==> src/rtl/neuron_pe.sv <==
// neuron_pe: multi-lane saturating MAC neuron engine.
// Lanes are snapshotted on the last term and drained one lane per cycle to a LUT.
module neuron_pe #(
    parameter int N_LANES   = 4,
    parameter int DATA_W    = 16,
    parameter int FRAC_W    = 11,
    parameter int GUARD_W   = 4,
    parameter int ADDR_FRAC = 7,
    parameter int SAT_INT   = 15,
    localparam int LW = (N_LANES > 1) ? $clog2(N_LANES) : 1
) (
    input  logic                        pi_clk,
    input  logic                        pi_rst,
    input  logic                        pi_valid,
    input  logic                        pi_last,
    input  logic                        pi_clc_accumulator,
    input  logic [DATA_W-1:0]           pi_inputs,
    input  logic [N_LANES*DATA_W-1:0]   pi_weights,
    input  logic [N_LANES*DATA_W-1:0]   pi_bias,
    output logic                        po_ready,
    output logic                        po_BRAM_en,
    output logic [DATA_W-1:0]           po_BRAM_add,
    output logic [LW-1:0]               po_lane,
    output logic                        po_last_lane,
    output logic                        po_sat,
    output logic                        po_overrun
);

    localparam int ACC_W   = 2*DATA_W + GUARD_W;
    localparam int SHIFT   = 2*FRAC_W - ADDR_FRAC;
    localparam int SAT_MAG = SAT_INT*(2**ADDR_FRAC) + (2**ADDR_FRAC) - 1;
    localparam logic [LW-1:0] LAST_IDX = LW'(N_LANES-1);

    typedef enum logic {S_IDLE, S_DRAIN} state_t;

    state_t                    r_state;
    logic [LW-1:0]             r_lane_idx;
    logic signed [ACC_W-1:0]   r_acc  [N_LANES];
    logic signed [ACC_W-1:0]   r_snap [N_LANES];
    logic                      r_en;
    logic [DATA_W-1:0]         r_add;
    logic [LW-1:0]             r_lane;
    logic                      r_last_lane;
    logic                      r_sat;
    logic                      r_overrun;

    logic signed [2*DATA_W-1:0] w_prod    [N_LANES];
    logic signed [ACC_W-1:0]    w_mac_sum [N_LANES];
    logic [N_LANES-1:0]         w_mac_sat;
    logic                       w_any_mac_sat;
    logic                       w_ready;
    logic                       w_accept;
    logic                       w_mac_en;
    logic signed [ACC_W-1:0]    w_snap_sel;
    logic [DATA_W-1:0]          w_bias_sel;
    logic signed [ACC_W-1:0]    w_bias_ext;
    logic signed [ACC_W-1:0]    w_sum;
    logic                       w_pp_sat;
    logic [ACC_W-1:0]           w_abs;
    logic [ACC_W-1:0]           w_mag_full;
    logic [DATA_W-2:0]          w_mag;
    logic [DATA_W-1:0]          w_addr;

    // Returns {overflow, clamped sum} of two ACC_W signed values.
    function automatic logic [ACC_W:0] sat_add(
        input logic signed [ACC_W-1:0] a,
        input logic signed [ACC_W-1:0] b
    );
        logic [ACC_W:0] s;
        s = {a[ACC_W-1], a} + {b[ACC_W-1], b};
        if (s[ACC_W] != s[ACC_W-1])
            sat_add = {1'b1, s[ACC_W], {(ACC_W-1){~s[ACC_W]}}};
        else
            sat_add = {1'b0, s[ACC_W-1:0]};
    endfunction

    assign w_ready  = (r_state == S_IDLE) ||
                      (r_state == S_DRAIN && r_lane_idx == LAST_IDX);
    assign w_mac_en = pi_valid && !pi_clc_accumulator;
    assign w_accept = w_mac_en && pi_last && w_ready;

    always_comb begin
        w_any_mac_sat = 1'b0;
        for (int i = 0; i < N_LANES; i++) begin
            w_prod[i] = $signed(pi_inputs) *
                        $signed(pi_weights[i*DATA_W +: DATA_W]);
            {w_mac_sat[i], w_mac_sum[i]} = sat_add(r_acc[i], ACC_W'(w_prod[i]));
            w_any_mac_sat = w_any_mac_sat | w_mac_sat[i];
        end
    end

    always_comb begin
        w_snap_sel = r_snap[r_lane_idx];
        w_bias_sel = pi_bias[r_lane_idx*DATA_W +: DATA_W];
        w_bias_ext = ACC_W'($signed(w_bias_sel)) <<< FRAC_W;
        {w_pp_sat, w_sum} = sat_add(w_snap_sel, w_bias_ext);
        w_abs      = w_sum[ACC_W-1] ? ACC_W'(-w_sum) : ACC_W'(w_sum);
        w_mag_full = w_abs >> SHIFT;
        w_mag      = (w_mag_full > ACC_W'(SAT_MAG)) ?
                     (DATA_W-1)'(SAT_MAG) : w_mag_full[DATA_W-2:0];
        // No negative zero: sign only survives a non-zero magnitude.
        w_addr     = {w_sum[ACC_W-1] && (w_mag != '0), w_mag};
    end

    always_ff @(posedge pi_clk) begin
        if (pi_rst) begin
            r_state     <= S_IDLE;
            r_lane_idx  <= '0;
            r_en        <= 1'b0;
            r_add       <= '0;
            r_lane      <= '0;
            r_last_lane <= 1'b0;
            r_sat       <= 1'b0;
            r_overrun   <= 1'b0;
            for (int i = 0; i < N_LANES; i++) begin
                r_acc[i]  <= '0;
                r_snap[i] <= '0;
            end
        end else begin
            if (pi_clc_accumulator) begin
                for (int i = 0; i < N_LANES; i++)
                    r_acc[i] <= '0;
            end else if (pi_valid) begin
                for (int i = 0; i < N_LANES; i++) begin
                    if (w_accept) begin
                        r_snap[i] <= w_mac_sum[i];
                        r_acc[i]  <= '0;
                    end else begin
                        r_acc[i]  <= w_mac_sum[i];
                    end
                end
            end

            if (w_mac_en && pi_last && !w_ready)
                r_overrun <= 1'b1;

            if ((w_mac_en && w_any_mac_sat) ||
                (r_state == S_DRAIN && w_pp_sat))
                r_sat <= 1'b1;

            unique case (r_state)
                S_IDLE: begin
                    r_en <= 1'b0;
                    if (w_accept) begin
                        r_state    <= S_DRAIN;
                        r_lane_idx <= '0;
                    end
                end
                S_DRAIN: begin
                    r_en        <= 1'b1;
                    r_add       <= w_addr;
                    r_lane      <= r_lane_idx;
                    r_last_lane <= (r_lane_idx == LAST_IDX);
                    if (r_lane_idx == LAST_IDX) begin
                        r_state    <= w_accept ? S_DRAIN : S_IDLE;
                        r_lane_idx <= '0;
                    end else begin
                        r_lane_idx <= r_lane_idx + 1'b1;
                    end
                end
                default: begin
                    r_state <= S_IDLE;
                    r_en    <= 1'b0;
                end
            endcase
        end
    end

    assign po_ready     = w_ready;
    assign po_BRAM_en   = r_en;
    assign po_BRAM_add  = r_add;
    assign po_lane      = r_lane;
    assign po_last_lane = r_last_lane;
    assign po_sat       = r_sat;
    assign po_overrun   = r_overrun;

endmodule
==> config.mk <==
export PLATFORM = sky130hd
export DESIGN_NAME = neuron_pe
export DESIGN_NICKNAME = d
export VERILOG_FILES = /design/src/rtl/neuron_pe.sv
export SDC_FILE = /design/constraint.sdc
export NUM_CORES = 2
export LEC_CHECK = 0
export CAP_MARGIN = 20
export CORE_MARGIN = 10
export CORE_UTILIZATION = 65
export CTS_CLUSTER_DIAMETER = 100
export DETAILED_ROUTE_END_ITERATION = 10
export PLACE_DENSITY = 0.83
export SLEW_MARGIN = 5
export SYNTH_ARGS = -nofsm -noshare
export SYNTH_HDL_FRONTEND = slang
export SYNTH_SLANG_ARGS = --single-unit
==> constraint.sdc <==
create_clock -name pi_clk -period 10.8 [get_ports pi_clk]
set_input_delay 2.16 -clock pi_clk [delete_from_list [all_inputs] [get_ports pi_clk]]
set_output_delay 2.16 -clock pi_clk [all_outputs]
set_load 0.02 [all_outputs]
---- After elaboration in Yosys (flattened, before gate mapping) ----
Memory sizes are Yosys's and may differ from the RTL's. A register that Yosys moved wholly into a read port is not among the register bits.
Cells that the tools add are included.
storage, ports and cells
  bits of input ports ..................... 149
  latch bits .............................. 0
  output and inout port bits .............. 23
  bits in writable memories ............... 288
  memories ................................ 2
  memory bits (read-only) ................. 0
  register bits after elaboration ......... 25
  logic and storage cells ................. 114
memory list
  name    words  bits a word  read ports  clocked after memory_dff  wr ports  RTL line  RTL
  r_acc   4      36           4           0                         4         38        logic signed [ACC_W-1:0] r_acc [N_LANES];
  r_snap  4      36           1           1                         4         39        logic signed [ACC_W-1:0] r_snap [N_LANES];
cells by class
  magnitude comparators ................... 1
  shift-type cells ........................ 1
  bitwise operators ....................... 25
  reductions and logical operators ........ 13
  $add $sub $neg .......................... 7
  multiplexer cells ....................... 46
  eq/ne operators ......................... 7
  multiply operators ...................... 4
  divide/modulo/power cells ............... 0
operators by type and width
  cell                    count
  $mux W36                17
  $mux W37                5
  $add A36 B32 Y37        4
  $mul A16 B16 Y32        4
  $shiftx A64 B7 Y16      1
  $add A36 B27 Y37        1
  $neg A36 Y36            1
  $gt A21 B11 Y1 const B  1
  $or A1 B1 Y1            19
  $mux W1                 16
  $mux W15                1
  $reduce_bool A15 Y1     1
  $logic_and A1 B1 Y1     8
  $mux W2                 4
  $not A1 Y1              6
  $ne A1 B1 Y1            5
  $pmux W1 S2             2
  $pmux W2 S2             1
  $add A2 B1 Y2 const B   1
  $eq A2 B2 Y1 const B    1
  $logic_not A1 Y1        2
  $logic_or A1 B1 Y1      2
  $ne A2 B2 Y1 const B    1

---- Logic depth before layout (Yosys ltp) ----
  word-level depth ........................ 11
  depth in mapped cells ................... 35

---- Least setup slack after synthesis ----
OpenSTA, ideal clock, no wires.
  path kind ............................... input to register
  from .................................... in pi_inputs[15]
  to ...................................... mem r_snap[0][29] (netlist bit), data pin
  arrival ................................. 9.821 ns
  cell stages on the path ................. 30
  path slack .............................. 0.709 ns
  library setup time ...................... 0.270 ns
  cells stage by stage .................... clkbuf_1 -> clkbuf_1 -> nand2_1 -> fa_1 -> inv_1 -> fa_1 -> fa_1 -> fa_1 -> fa_1 -> inv_1 -> fa_1 -> inv_1 -> ha_1 -> a21o_1 -> a21o_1 -> a21o_1 -> a21o_1 -> a21o_1 -> a21oi_1 -> o21bai_1 -> o41a_1 -> or4_1 -> nand3_1 -> inv_1 -> ha_1 -> clkbuf_1 -> nand2_1 -> clkbuf_1 -> buf_1 -> a21oi_1
RTL lines
  element      RTL line  RTL
  from (decl)  17        input logic [DATA_W-1:0] pi_inputs,
  to (decl)    39

==> flow_summary.json <==
{
  "outcome": "finished clean",
  "drv_cap": 0,
  "cts_buffers": 34,
  "yosysSeqAreaShare_pct": 14.2,
  "cts_setup_buffers": 0,
  "cts.sinks": 315,
  "cts.path.max_buffers": 3,
  "dpl.hpwl_mm": 141,
  "hp-class": "register to register",
  "fin_skew_ns": 0.0245,
  "die_w_um": 329,
  "htree_levels": 2,
  "drive_gt1_share_pct": 5.18,
  "grt-ovfl-total": 0,
  "postSynthAreaPerCell_um2": 9.68,
  "busiest_layer": "met2",
  "cp.required_ns": 11.18,
  "worst_slack_ns": 0.348,
  "yosys_warnings": 0,
  "path_buf_inv": 7,
  "root_buffer": "clkbuf_16",
  "die_h_um": 329,
  "ys.flop_type": "edfxtp_1",
  "maxSlewViolCount": 0,
  "synthesis.area_um2": 62100,
  "slowest_delay_ns": 0.76,
  "reg2reg_depth": 29,
  "ys_ff_latch": 315,
  "io_pins": 172,
  "async_flop_share_pct": 0,
  "period_minus_slack_ns": 10.45,
  "finalHoldViolCount": 0,
  "drtIter0Drc": 4332,
  "tns_ns": 0,
  "cp_top_family": "adder cells",
  "start_kind": "input pin",
  "wl_per_cell_um": 21.8,
  "start_util_pct": 65.5,
  "cp_max_fo": 14,
  "finalInstanceArea_um2": 66800,
  "use_met2_pct": 53.4,
  "io_buffers": 171,
  "placedInstanceArea_um2": 65600,
  "areaGrowthSynthToFinish_pct": 7.57,
  "nNetsFinal": 8413,
  "grt_usage_pct": 32.4,
  "num_vias": 46068,
  "row_count": 113,
  "crit_slowest_cell": "clkdlybuf4s50_1",
  "use_met3_pct": 6.04,
  "path_clk_slew_ns": 0.07,
  "die_area_um2": 108000,
  "rsz0062_at_grt": "false",
  "antenna_left": 0,
  "drt_wl_total_mm": 170,
  "tightestPinTransition_ns": 1.04,
  "grt_pass1_wl_mm": 274,
  "synthCells": 6417,
  "end_kind": "register",
  "grt_pass1_vias": 50563,
  "gp_congestion": 0.978,
  "slew_headroom_pct": 30.5,
  "dp_slack_ns": -0.0923,
  "crit_cells": 28,
  "clock_latency_ns": 0.56,
  "syn_nets": 8313,
  "drc": 0,
  "yosysUniqueCellTypes": 91,
  "period_share_pct": 96.8,
  "firstDrtPassIters": 6,
  "core_region_area_um2": 94900,
  "hold_depth": 1,
  "holdBufCountCts": 0,
  "grt_antenna_before_repair": 14,
  "post_cts_resized": 0,
  "final-setup-viol-count": 0,
  "synth_edf_count": 252,
  "vias_per_cell": 5.89,
  "grt_max_degree": 82,
  "gr-usage-met1_pct": 41.1,
  "max_freq_ghz": 0.0957,
  "arrival_ns": 10.83,
  "cts_tree": "yes",
  "crit_type": "input pin to register"
}
## cell usage in the layout, fill, tap and decap left out, types with 33 or more instances in the layout
cell type / count
a21o_1: 79
and2_1: 435
inv_1: 1461
xor2_1: 61
a21oi_1: 196
clkbuf_16: 35
clkdlybuf4s50_1: 155
nand2b_1: 43
nand2_1: 710
dfxtp_1: 62
nor2_1: 279
o21bai_1: 33
ha_1: 474
buf_4: 164
xnor2_1: 102
edfxtp_1: 252
mux4_2: 42
fa_1: 1273
nand3_1: 35
o21ai_0: 188
## cell usage after synthesis (20+ instances only)
master | number | area, µm²
o21bai_1 | 33 | 248
a31oi_1 | 20 | 125
fa_1 | 1273 | 25500
clkbuf_1 | 255 | 957
o21ai_0 | 188 | 941
ha_1 | 474 | 5930
nor2b_1 | 29 | 181
a21oi_1 | 196 | 981
edfxtp_1 | 252 | 7570
nor3_1 | 31 | 155
a21o_1 | 79 | 593
a221o_1 | 24 | 240
nor2_1 | 279 | 1050
inv_1 | 1462 | 5490
nand2_1 | 711 | 2670
and2_1 | 435 | 2720
nand2b_1 | 43 | 269
a21boi_0 | 25 | 188
o21a_1 | 23 | 173
dfxtp_1 | 63 | 1260
nand3_1 | 35 | 175
and3_1 | 22 | 138
mux4_2 | 42 | 946
xnor2_1 | 102 | 893
xor2_1 | 61 | 534
## stage by stage
stage,hold WS (ns),cells,utilization (%)
after floorplan,0.432,6417,-
after global placement,0.441,7745,69.2
after detailed placement,0.450,7745,69.2
after CTS,0.464,7806,70.4
after global routing,0.472,7807,70.4
final,0.463,7818,70.4
## routing by layer
layer	share of wire (%)	vias to the layer above
li1	-	19862
met1	36	23281
met2	48	2344
met3	9.7	573
met4	5.8	8
met5	0.036	-
## sequential cells by signal (all words and copies together), names as in the netlist, named ones only
register,cells
po_last_lane,1
po_overrun,1
po_BRAM_add,16
po_lane,2
r_lane_idx,2
po_sat,1
r_snap,144
r_acc,144
r_state,1
po_BRAM_en,1
## layout make-up
cell class	count	area, µm²
Clock inverter	21	210
Antenna cell	11	27.5
Timing Repair Buffer	344	3040
Multi-Input combinational cell	4359	46700
Inverter	1463	5500
Sequential cell	315	8830
Tap cell	1265	1580
Clock buffer	40	905
Fill cell	6870	28100
## kinds of logic after synthesis
family          Yosys count  share of synthesized area [%]
mux                      49                           1.64
fa+ha+maj              1750                           50.6
compound gates          728                           7.72
flops                   315                           14.2
buf+inv                1743                           10.6
simple gates           1667                           12.8
xor+xnor                165                           2.37
## path summary, 6_finish.rpt
path | from | slack, ns | end
worst max-delay path | pi_weights[20] | 0.35 | r_snap[1][31]
worst min-delay path | po_BRAM_add[14] | 0.46 | po_BRAM_add[14]
worst max register to register | r_acc[1][3] | 2.86 | r_snap[1][31]
worst min register to register | po_BRAM_add[14] | 0.46 | po_BRAM_add[14]
Power is not shown: default switching activity piles up to over one toggle a cycle in this logic, so the estimate is an artifact.
